## config.mk

```make
export PLATFORM = sky130hd
export DESIGN_NAME = cam_emulator
export DESIGN_NICKNAME = d
export VERILOG_FILES = /design/src/rtl/cam_emulator.sv
export SDC_FILE = /design/constraint.sdc
export NUM_CORES = 1
export LEC_CHECK = 0
export CORE_MARGIN = 2
export CORE_UTILIZATION = 59
export CTS_BUF_LIST = sky130_fd_sc_hd__clkbuf_8
export DETAILED_ROUTE_END_ITERATION = 16
export PLACE_DENSITY = 0.82
export SYNTH_ARGS = -nofsm -noshare
export SYNTH_HDL_FRONTEND = slang
export SYNTH_SLANG_ARGS = --single-unit
```

## constraint.sdc

```tcl
create_clock -name clk -period 3.5 [get_ports clk]
set_input_delay 0.7 -clock clk [delete_from_list [all_inputs] [get_ports clk]]
set_output_delay 0.7 -clock clk [all_outputs]
set_load 0.1 [all_outputs]
```

## src/rtl/cam_emulator.sv

```systemverilog
// rtl/cam_emulator.sv - synthetic OV7670-style RGB565 camera source with built-in test patterns
//
// Ports:
//   clk             system clock
//   rst             asynchronous reset, active-high
//   enable_in       run frames continuously while high
//   pattern_sel_in  0 solid, 1 colour bars, 2 gray ramp, 3 checkerboard
//   solid_color_in  RGB565 colour for pattern 0
//   pclk_out        emulated pixel clock (DIV system clocks per period, starts low)
//   vsync_out       frame sync, active-high
//   href_out        line valid, high during active bytes
//   data_out        pixel byte, high byte of each RGB565 pixel first
//   frame_done_out  one-clk pulse when a frame finishes
//   frame_count_out completed frame count, wraps
//   busy_out        high whenever the generator is not idle
module cam_emulator #(
    parameter int WIDTH        = 320,
    parameter int HEIGHT       = 240,
    parameter int DIV          = 4,
    parameter int VSYNC_TICKS  = 2352,
    parameter int VBP_TICKS    = 2000,
    parameter int HBLANK_TICKS = 144,
    parameter int VFP_TICKS    = 1000
) (
    input  logic        clk,
    input  logic        rst,
    input  logic        enable_in,
    input  logic [1:0]  pattern_sel_in,
    input  logic [15:0] solid_color_in,
    output logic        pclk_out,
    output logic        vsync_out,
    output logic        href_out,
    output logic [7:0]  data_out,
    output logic        frame_done_out,
    output logic [15:0] frame_count_out,
    output logic        busy_out
);

    localparam int MAXT_A = (VSYNC_TICKS > VBP_TICKS) ? VSYNC_TICKS : VBP_TICKS;
    localparam int MAXT_B = (HBLANK_TICKS > VFP_TICKS) ? HBLANK_TICKS : VFP_TICKS;
    localparam int MAXT   = (MAXT_A > MAXT_B) ? MAXT_A : MAXT_B;
    localparam int CW     = (MAXT > 1) ? $clog2(MAXT) : 1;
    localparam int DW     = (DIV > 1) ? $clog2(DIV) : 1;
    localparam int BW     = $clog2(2 * WIDTH);
    localparam int YW     = (HEIGHT > 1) ? $clog2(HEIGHT) : 1;
    localparam int BARW   = WIDTH / 8;
    localparam int BCW    = (BARW > 1) ? $clog2(BARW) : 1;

    typedef enum logic [2:0] {IDLE, VSYNC, VBACK, ACTIVE, HBLANK, VFRONT} state_t;

    state_t          state_q;
    logic [DW-1:0]   div_q, div_d;
    logic            pclk_q, pclk_d;
    logic            tick;
    logic [CW-1:0]   cnt_q, cnt_lim;
    logic            cnt_last;
    logic [BW-1:0]   b_q;
    logic [YW-1:0]   y_q, y_pix;
    logic [BCW-1:0]  bar_cnt_q;
    logic [2:0]      bar_idx_q;
    logic            line_end_q;
    logic            last_byte;
    logic            emit;
    logic [1:0]      pat_q;
    logic [15:0]     solid_q;
    logic            vsync_q, href_q, frame_done_q;
    logic [7:0]      data_q, byte_nxt;
    logic [15:0]     frame_count_q;
    logic [15:0]     pix;
    logic [5:0]      xg;
    logic            y4;

    // tick is the cycle where the divider wraps, i.e. the pclk falling edge
    assign tick   = (div_q == DW'(DIV - 1));
    assign div_d  = tick ? '0 : div_q + DW'(1);
    assign pclk_d = (div_d >= DW'(DIV / 2));

    always_comb begin
        cnt_lim = '0;
        case (state_q)
            VSYNC:   cnt_lim = CW'(VSYNC_TICKS - 1);
            VBACK:   cnt_lim = CW'(VBP_TICKS - 1);
            HBLANK:  cnt_lim = CW'(HBLANK_TICKS - 1);
            VFRONT:  cnt_lim = CW'(VFP_TICKS - 1);
            default: cnt_lim = '0;
        endcase
    end
    assign cnt_last = (cnt_q == cnt_lim);

    // Line's first byte is emitted on the HBLANK->ACTIVE tick, before y_q advances
    assign y_pix = (state_q == HBLANK) ? y_q + YW'(1) : y_q;
    assign y4    = ((y_pix >> 4) & YW'(1)) != '0;
    // x[7:2] of the pixel being emitted (x = b >> 1)
    assign xg    = 6'(b_q >> 3);

    always_comb begin
        pix = 16'h0000;
        case (pat_q)
            2'd0: pix = solid_q;
            2'd1: begin
                case (bar_idx_q)
                    3'd0:    pix = 16'hFFFF;
                    3'd1:    pix = 16'hFFE0;
                    3'd2:    pix = 16'h07FF;
                    3'd3:    pix = 16'h07E0;
                    3'd4:    pix = 16'hF81F;
                    3'd5:    pix = 16'hF800;
                    3'd6:    pix = 16'h001F;
                    default: pix = 16'h0000;
                endcase
            end
            2'd2:    pix = {xg[5:1], xg, xg[5:1]};
            default: pix = (xg[2] ^ y4) ? 16'h0000 : 16'hFFFF;
        endcase
    end

    assign byte_nxt  = b_q[0] ? pix[7:0] : pix[15:8];
    assign last_byte = (b_q == BW'(2 * WIDTH - 1));
    assign emit      = tick && (((state_q == VBACK) && cnt_last) ||
                                ((state_q == ACTIVE) && !line_end_q) ||
                                ((state_q == HBLANK) && cnt_last && (y_q != YW'(HEIGHT - 1))));

    always_ff @(posedge clk or posedge rst) begin
        if (rst) begin
            state_q       <= IDLE;
            div_q         <= '0;
            pclk_q        <= 1'b0;
            cnt_q         <= '0;
            b_q           <= '0;
            y_q           <= '0;
            bar_cnt_q     <= '0;
            bar_idx_q     <= '0;
            line_end_q    <= 1'b0;
            pat_q         <= '0;
            solid_q       <= '0;
            vsync_q       <= 1'b0;
            href_q        <= 1'b0;
            data_q        <= '0;
            frame_done_q  <= 1'b0;
            frame_count_q <= '0;
        end else begin
            div_q        <= div_d;
            pclk_q       <= pclk_d;
            frame_done_q <= 1'b0;
            if (tick) begin
                case (state_q)
                    IDLE: begin
                        vsync_q <= 1'b0;
                        href_q  <= 1'b0;
                        data_q  <= '0;
                        if (enable_in) begin
                            pat_q   <= pattern_sel_in;
                            solid_q <= solid_color_in;
                            y_q     <= '0;
                            cnt_q   <= '0;
                            vsync_q <= 1'b1;
                            state_q <= VSYNC;
                        end
                    end
                    VSYNC: begin
                        if (cnt_last) begin
                            cnt_q   <= '0;
                            vsync_q <= 1'b0;
                            state_q <= VBACK;
                        end else begin
                            cnt_q <= cnt_q + CW'(1);
                        end
                    end
                    VBACK: begin
                        if (cnt_last) begin
                            cnt_q   <= '0;
                            href_q  <= 1'b1;
                            state_q <= ACTIVE;
                        end else begin
                            cnt_q <= cnt_q + CW'(1);
                        end
                    end
                    ACTIVE: begin
                        if (line_end_q) begin
                            line_end_q <= 1'b0;
                            href_q     <= 1'b0;
                            data_q     <= '0;
                            cnt_q      <= '0;
                            state_q    <= HBLANK;
                        end
                    end
                    HBLANK: begin
                        if (cnt_last) begin
                            cnt_q <= '0;
                            if (y_q == YW'(HEIGHT - 1)) begin
                                state_q <= VFRONT;
                            end else begin
                                y_q     <= y_q + YW'(1);
                                href_q  <= 1'b1;
                                state_q <= ACTIVE;
                            end
                        end else begin
                            cnt_q <= cnt_q + CW'(1);
                        end
                    end
                    VFRONT: begin
                        if (cnt_last) begin
                            cnt_q         <= '0;
                            frame_done_q  <= 1'b1;
                            frame_count_q <= frame_count_q + 16'd1;
                            if (enable_in) begin
                                pat_q   <= pattern_sel_in;
                                solid_q <= solid_color_in;
                                y_q     <= '0;
                                vsync_q <= 1'b1;
                                state_q <= VSYNC;
                            end else begin
                                state_q <= IDLE;
                            end
                        end else begin
                            cnt_q <= cnt_q + CW'(1);
                        end
                    end
                    default: state_q <= IDLE;
                endcase

                if (emit) begin
                    data_q     <= byte_nxt;
                    b_q        <= last_byte ? '0 : b_q + BW'(1);
                    line_end_q <= last_byte;
                    // bar position advances once per pixel; it wraps to bar 0 at line end
                    if (b_q[0]) begin
                        if (bar_cnt_q == BCW'(BARW - 1)) begin
                            bar_cnt_q <= '0;
                            bar_idx_q <= bar_idx_q + 3'd1;
                        end else begin
                            bar_cnt_q <= bar_cnt_q + BCW'(1);
                        end
                    end
                end
            end
        end
    end

    assign pclk_out        = pclk_q;
    assign vsync_out       = vsync_q;
    assign href_out        = href_q;
    assign data_out        = data_q;
    assign frame_done_out  = frame_done_q;
    assign frame_count_out = frame_count_q;
    assign busy_out        = (state_q != IDLE);

endmodule

```

After elaboration in Yosys (flattened, before gate mapping)
Cells that the tools add are included.
{"block": "op_classes", "n_lt_le_gt_ge": 1, "bitwise_logic": 1, "add_sub_neg": 7, "eq_ne": 28, "muxes": 51, "reduce_logical": 32}
{"cell": "16-bit case mux with 7 select lines", "n": 1}
{"cell": "8-bit two-way mux", "n": 7}
{"cell": "16-bit two-way mux", "n": 3}
{"cell": "12-bit case mux with 4 select lines", "n": 1}
{"cell": "16-bit case mux with 3 select lines", "n": 1}
{"cell": "12-bit two-way mux", "n": 3}
{"cell": "12-bit case mux with 3 select lines", "n": 1}
{"cell": "16-bit case mux with 2 select lines", "n": 1}
{"cell": "8-bit case mux with 3 select lines", "n": 1}
{"cell": "3-bit two-way mux", "n": 7}
{"cell": "3-bit case mux with 6 select lines", "n": 1}
{"cell": "16-bit by 1-bit adder with 16-bit output, second input constant", "n": 1}
{"cell": "2-bit != test, second input constant", "n": 8}
{"cell": "8-bit case mux with 2 select lines", "n": 1}
{"cell": "3-bit equality test, second input constant", "n": 5}
{"cell": "3-bit nonzero test", "n": 5}
{"cell": "1-bit two-way mux", "n": 14}
{"cell": "12-bit by 1-bit adder with 12-bit output, second input constant", "n": 1}
{"cell": "12-bit equality test", "n": 1}
{"cell": "3-bit by 2-bit equality test with 1-bit output, second input constant", "n": 4}
{"cell": "3-bit AND reduction", "n": 4}
{"cell": "10-bit by 1-bit adder with 10-bit output, second input constant", "n": 1}
{"cell": "10-bit equality test, second input constant", "n": 1}
{"cell": "10-bit two-way mux", "n": 1}
{"cell": "32 further kinds", "n": 46}
{"block": "totals", "inputBits": 21, "wordCells": 136, "register_bits": 91}

Logic depth before layout (Yosys ltp)
{"block": "depth", "word_depth": 9, "ltp_mapped": 10, "depth_no_buf": 9}

Worst setup path before layout
Ideal clock, no wire load.
{"block": "synth_timing", "path_type": "register to register", "startpoint": "reg state_q[0]", "endpoint": "reg bar_cnt_q[0]", "n_path_buf": 3, "setup_slack_ns": 0.229, "period_less_slack_ns": 3.271, "required_ns": 3.375, "arrival_ns": 3.146, "stages_incl_launch_ff": 11, "setup_ns": 0.125, "cell_sequence": "dfrtp_1 > or3_1 > clkbuf_1 > a2111oi_0 > o311a_1 > and3_1 > buf_6 > a22o_1 > buf_4 > nand2_1 > mux2_2"}
{"block": "synth_via", "elab_chain_cells": 8}
{"item": "start, declared", "line": "51", "source": "state_t state_q;"}
{"item": "start signal, assigned", "line": "125", "source": "state_q <= IDLE;"}
{"item": "start signal, assigned", "line": "157", "source": "state_q <= VSYNC;"}
{"item": "start signal, assigned", "line": "164", "source": "state_q <= VBACK;"}
{"item": "3-bit equality test (tied with other cells)", "line": "80", "source": "case (state_q)"}
{"item": "12-bit case mux with 4 select lines", "line": "80"}
{"item": "12-bit equality test", "line": "88", "source": "assign cnt_last = (cnt_q == cnt_lim);"}
{"item": "1-bit logical AND (on tied branches)", "line": "119, 121"}
{"item": "1-bit logical OR / 1-bit logical AND (equally long branches)", "line": "119, 121"}
{"item": "1-bit logical OR *", "line": "120", "source": "((state_q == ACTIVE) && !line_end_q) ||"}
{"item": "1-bit logical AND *", "line": "119", "source": "assign emit = tick && (((state_q == VBACK) && cnt_last) ||"}
{"item": "3-bit AND reduction (no line) *"}
{"item": "end signal, assigned", "line": "232", "source": "bar_cnt_q <= bar_cnt_q + BCW'(1);"}
{"item": "end, declared", "line": "59", "source": "logic [BCW-1:0] bar_cnt_q;"}
Every way passes the cells marked *; elsewhere a longest branch is shown, timed or not.
A chain may end at the register's enable or synchronous reset.

Final worst setup path
{"block": "layout_timing", "startpoint": "reg state_q[1]", "endpoint": "reg bar_idx_q[1]"}
{"block": "layout_via", "elab_chain_cells": 8}
{"item": "3-bit equality test (tied with other cells)", "line": "80"}
{"item": "12-bit case mux with 4 select lines", "line": "80"}
{"item": "12-bit equality test", "line": "88"}
{"item": "1-bit logical AND (on tied branches)", "line": "119, 121"}
{"item": "1-bit logical OR / 1-bit logical AND (equally long branches)", "line": "119, 121"}
{"item": "1-bit logical OR *", "line": "120"}
{"item": "1-bit logical AND *", "line": "119"}
{"item": "4-bit AND reduction (no line) *"}
{"item": "end signal, assigned", "line": "230", "source": "bar_idx_q <= bar_idx_q + 3'd1;"}
{"item": "end, declared", "line": "60", "source": "logic [2:0] bar_idx_q;"}
Marks and branches as above.

==> report_table.html <==
<table>
<tr><th>Metric</th><th>Value</th></tr>
<tr><th colspan="2">Clock network</th></tr>
<tr><td>Post-CTS Hold Buffers</td><td>0</td></tr>
<tr><td>TritonCTS clock tree</td><td>yes</td></tr>
<tr><td>Worst-Skew Late Latency</td><td>360 ps</td></tr>
<tr><td>Post-cts sizing count</td><td>0</td></tr>
<tr><td>H-tree depth</td><td>3</td></tr>
<tr><td>Clock sink count</td><td>90</td></tr>
<tr><td>Largest buffer count on any clock path</td><td>2</td></tr>
<tr><td>Clock transition time at the flip-flop clock pins of the worst setup and hold paths</td><td>90 ps</td></tr>
<tr><td>Inserted Clock Buffers</td><td>9</td></tr>
<tr><td>Root buf cell</td><td>sky130_fd_sc_hd__clkbuf_8</td></tr>
<tr><td>Post-CTS setup-driven buffer insertion count</td><td>0</td></tr>
<tr><th colspan="2">Setup path</th></tr>
<tr><td>Start-to-end type of the worst setup path</td><td>flip-flop to flip-flop</td></tr>
<tr><td>CP Launch Point</td><td>state_q[1]</td></tr>
<tr><td>Startpoint types</td><td>flip-flop</td></tr>
<tr><td>Beginning of the worst register-to-register path</td><td>state_q[1]</td></tr>
<tr><td>Cell depth of the worst flop-to-flop path</td><td>8</td></tr>
<tr><td>Largest driver fanout on the critical path</td><td>13</td></tr>
<tr><td>Required arrival time at the worst endpoint</td><td>3740 ps</td></tr>
<tr><td>Critical path data arrival time</td><td>3460 ps</td></tr>
<tr><td>Endpoint type of the worst setup path</td><td>flip-flop</td></tr>
<tr><td>Endpoint of the lowest-slack register-to-register path</td><td>bar_idx_q[1]</td></tr>
<tr><td>Setup slack, reg-to-reg</td><td>about 270 ps</td></tr>
<tr><td>End point of the critical path</td><td>bar_idx_q[1]</td></tr>
<tr><th colspan="2">Place</th></tr>
<tr><td>Count of buffers inserted at the top-level ports</td><td>roughly 50</td></tr>
<tr><td>Last weighted congestion value of the routability-driven placer</td><td>0.9191</td></tr>
<tr><td>Post-placement worst setup slack</td><td>370.6 ps</td></tr>
<tr><td>Sum of net half-perimeters after detailed placement</td><td>approximately 8200 um</td></tr>
<tr><th colspan="2">Routing</th></tr>
<tr><td>Detailed-routing iteration count for the pre-antenna-repair pass</td><td>5</td></tr>
<tr><td># DRC</td><td>0</td></tr>
<tr><td>Number of violations reported at the end of detailed-routing iteration 0</td><td>313</td></tr>
<tr><td>DR vias</td><td>about 4300</td></tr>
<tr><td>Routed Wire Length</td><td>roughly 12000 um</td></tr>
<tr><td>Via density per instance</td><td>6.096</td></tr>
<tr><td>Antenna Nets Post-Route</td><td>0</td></tr>
<tr><td>Per-cell routed wire length</td><td>16.67 um</td></tr>
<tr><th colspan="2">Global routing</th></tr>
<tr><td>Initial antenna violation count</td><td>0</td></tr>
<tr><td>Overall overflow remaining after global route</td><td>0</td></tr>
<tr><td>Largest net degree at the start of global routing</td><td>72</td></tr>
<tr><td>Global-route wire length before repair</td><td>19350 um</td></tr>
<tr><td>Global Route Usage Sum</td><td>0.2716</td></tr>
<tr><td>Number of global-route vias before repair</td><td>4051</td></tr>
<tr><th colspan="2">Timing</th></tr>
<tr><td>Setup repair after global routing missed its margin</td><td>false</td></tr>
<tr><td>Worst slew pin tran</td><td>between 900 and 1000 ps</td></tr>
<tr><td>Number of failing setup endpoints in the final timing report</td><td>0</td></tr>
<tr><td>Fin crit period</td><td>approximately 3200 ps</td></tr>
<tr><td>Clock Skew</td><td>~9.5 ps</td></tr>
<tr><td>Number of pins with negative max-slew slack in the final report</td><td>0</td></tr>
<tr><td>Worst Slack Setup Final</td><td>273.9 ps</td></tr>
<tr><td>Fraction of the cycle the final worst path needs</td><td>0.9217</td></tr>
<tr><td>Final-report hold violation count</td><td>0</td></tr>
<tr><td>Worst rel slew slack</td><td>0.3392</td></tr>
<tr><td>Fmax</td><td>310.0 MHz</td></tr>
<tr><td>Setup tns final</td><td>0 ps</td></tr>
<tr><th colspan="2">Floorplanning</th></tr>
<tr><td>Top Ports</td><td>50</td></tr>
<tr><td>Width of the chip</td><td>between 90 and 100 um</td></tr>
<tr><td>Die outline area</td><td>0.009187 sq mm</td></tr>
<tr><td>Site row count</td><td>33</td></tr>
<tr><td>Effective utilization at floorplan</td><td>0.6058</td></tr>
<tr><td>Core Region</td><td>0.008217 sq mm</td></tr>
<tr><td>Y dimension of the die</td><td>around 96 um</td></tr>
<tr><th colspan="2">Hold path</th></tr>
<tr><td>Min-Delay Path Class</td><td>flip-flop to flip-flop</td></tr>
<tr><th colspan="2">Final layout</th></tr>
<tr><td>Final Core Density</td><td>0.7031</td></tr>
<tr><td>Share of cells above drive strength 1</td><td>0.07576</td></tr>
<tr><td>Layout Area Growth over Synthesis</td><td>16.06%</td></tr>
<tr><td>Fill cell instance count of the final layout</td><td>643</td></tr>
<tr><td>Most common cell after layout, fill and taps aside</td><td>sky130_fd_sc_hd__dfrtp_1</td></tr>
<tr><td>Number of antenna cells inserted</td><td>0</td></tr>
<tr><td>Area used by multi-input combinational logic</td><td>0.002510 sq mm</td></tr>
<tr><td>Sequential cell area</td><td>0.002252 sq mm</td></tr>
<tr><td>Number of nets in the final layout</td><td>621</td></tr>
<tr><td>Most frequent cells in the layout</td><td>sky130_fd_sc_hd__dfrtp_1 (90), sky130_fd_sc_hd__nand2_1 (77), sky130_fd_sc_hd__nor2_1 (49)</td></tr>
<tr><th colspan="2">Logic synthesis</th></tr>
<tr><td>Summed instance area of the synthesized netlist</td><td>0.004977 sq mm</td></tr>
<tr><td>Most area-hungry cell type in the Yosys netlist</td><td>sky130_fd_sc_hd__dfrtp_1</td></tr>
<tr><td>Net count of the mapped netlist</td><td>581</td></tr>
<tr><td>Post-synthesis async set-or-reset flop share</td><td>1.000</td></tr>
<tr><td>Post-synthesis cell count</td><td>549</td></tr>
<tr><td>Post-synth cell types</td><td>66</td></tr>
<tr><td>Number of synthesized flops with an enable pin</td><td>0</td></tr>
<tr><td>Share of synthesized area occupied by flip-flops and latches</td><td>0.4525</td></tr>
<tr><td>Total of flip-flops plus latches after synthesis</td><td>90</td></tr>
<tr><td>Syn avg cell area</td><td>9.066 sq um</td></tr>
<tr><td>Dominant cells by area after synthesis</td><td>sky130_fd_sc_hd__dfrtp_1 (45%), sky130_fd_sc_hd__nand2_1 (5.8%), sky130_fd_sc_hd__o21ai_0 (4.0%)</td></tr>
<tr><td>Yosys warning count</td><td>0</td></tr>
<tr><td>Yosys top cell area share</td><td>0.4525</td></tr>
<tr><td>Most used flip-flop cell after synthesis</td><td>sky130_fd_sc_hd__dfrtp_1</td></tr>
<tr><th colspan="2">Power and ir drop</th></tr>
<tr><td>Final total power</td><td>0.001960 W</td></tr>
<tr><td>Static leakage</td><td>2.636 nW</td></tr>
<tr><td>Cell internal power dissipation</td><td>0.001543 W</td></tr>
<tr><td>Proportion of power drawn by the clock network</td><td>0.445</td></tr>
<tr><td>Cell Pwr Density</td><td>339.3 mW/mm^2</td></tr>
<tr><td>Combinational group share of total power</td><td>0.025</td></tr>
<tr><td>Switching Fraction</td><td>0.2128</td></tr>
<tr><td>Net Switching</td><td>around 0.00042 W</td></tr>
<tr><td>IR drop worst, VDD</td><td>0.2493 mV</td></tr>
<tr><td>Power share of the sequential group</td><td>0.530</td></tr>
<tr><th colspan="2">Status</th></tr>
<tr><td>Status</td><td>completed</td></tr>
<tr><th colspan="2">Job</th></tr>
<tr><td>Maxcap violations</td><td>0</td></tr>
</table>
## area by class of cell
type | instances | share of cell area
multi-input combinational | 410 | 0.4345
sequential | 90 | 0.3899
timing repair buffer | 58 | 0.09660
tap | 105 | 0.02274
clock inverter | 7 | 0.02166
clock buffer | 9 | 0.02144
inverter | 20 | 0.01321
## synthesized netlist by cell type (all sizes together) (12+ instances only)
library cell,count
clkbuf,16
buf,13
nand2,77
nand4,12
nand3,27
dfrtp,90
nor2,49
xor2,17
xnor2,20
o21ai,40
a21oi,32
inv,18
## stage by stage
| step | hold WS [ps] | cells | area, sq um |
|---|---|---|---|
| after global routing | 458.7 | 699 | 5777 |
| after global placement | 413.6 | 683 | 5528 |
| after detailed placement | 427.5 | 683 | 5528 |
| after floorplan | 400.7 | 549 | 4977 |
| after CTS | 439.9 | 699 | 5777 |
| final | 434.1 | 699 | 5777 |
## power groups by stage
stage | Sequential, W | Clock (W) | Combinational (W)
after floorplan | 0.00106 | 0 | 0.0000159
after global placement | 0.00106 | 0 | 0.0000483
after detailed placement | 0.00106 | 0 | 0.0000490
after CTS | 0.00104 | 0.000883 | 0.0000496
after global routing | 0.00104 | 0.000923 | 0.0000539
final | 0.00104 | 0.000873 | 0.0000482
## cells by family (layout without fill, tap and decap cells)
| kind of cell | after synthesis | in the layout | share of synthesized area |
|---|---|---|---|
| AND/OR/NAND/NOR | 230 | 230 | 0.2350 |
| AO/OA/AOI/OAI | 123 | 123 | 0.1569 |
| flip-flops | 90 | 90 | 0.4525 |
| buffers and inverters | 49 | 94 | 0.04324 |
| multiplexers | 8 | 8 | 0.01760 |
| adder cells (fa/ha/maj) | 12 | 12 | 0.02966 |
| XOR/XNOR | 37 | 37 | 0.06511 |
## registers in the layout (all words and copies together) (netlist names)
name	count
line_end_q	1
b_q	10
solid_q	16
y_q	8
vsync_out	1
bar_cnt_q	6
frame_count_out	16
data_out	8
div_q	2
frame_done_out	1
cnt_q	12
bar_idx_q	3
pat_q	2
href_out	1
state_q	3
## worst max-delay path: stages (launching register included)
cell	delay (ps)
sky130_fd_sc_hd__dfrtp_1	530
sky130_fd_sc_hd__buf_4	240
sky130_fd_sc_hd__or3_1	410
sky130_fd_sc_hd__a2111oi_0	440
sky130_fd_sc_hd__o311a_1	250
sky130_fd_sc_hd__and3_1	310
sky130_fd_sc_hd__a22o_1	430
sky130_fd_sc_hd__nand3_4	140
sky130_fd_sc_hd__mux2_1	360
## how the worst min path moves through the flow
stage	start	to	slack, ps	cells past startpoint
after CTS	div_q[0]	div_q[0]	440	1
after global placement	div_q[0]	div_q[0]	410	1
final	div_q[0]	div_q[0]	430	1
after floorplan	div_q[0]	div_q[0]	400	1
after detailed placement	div_q[0]	div_q[0]	430	1
after global routing	div_q[0]	div_q[0]	460	1
## per-layer routing
layer  part of all wire  wire length, um  global-route usage  vias to the layer above
met2               0.48             5596              0.4435                      156
met1               0.43             5017              0.3520                     2064
met3              0.064              746             0.06186                       27
met4              0.025              289              0.1071                        0
li1                   -                -                   -                     2014
met5                  0                0                   0                        -
No activity file was read; power rests on OpenSTA's default activity.
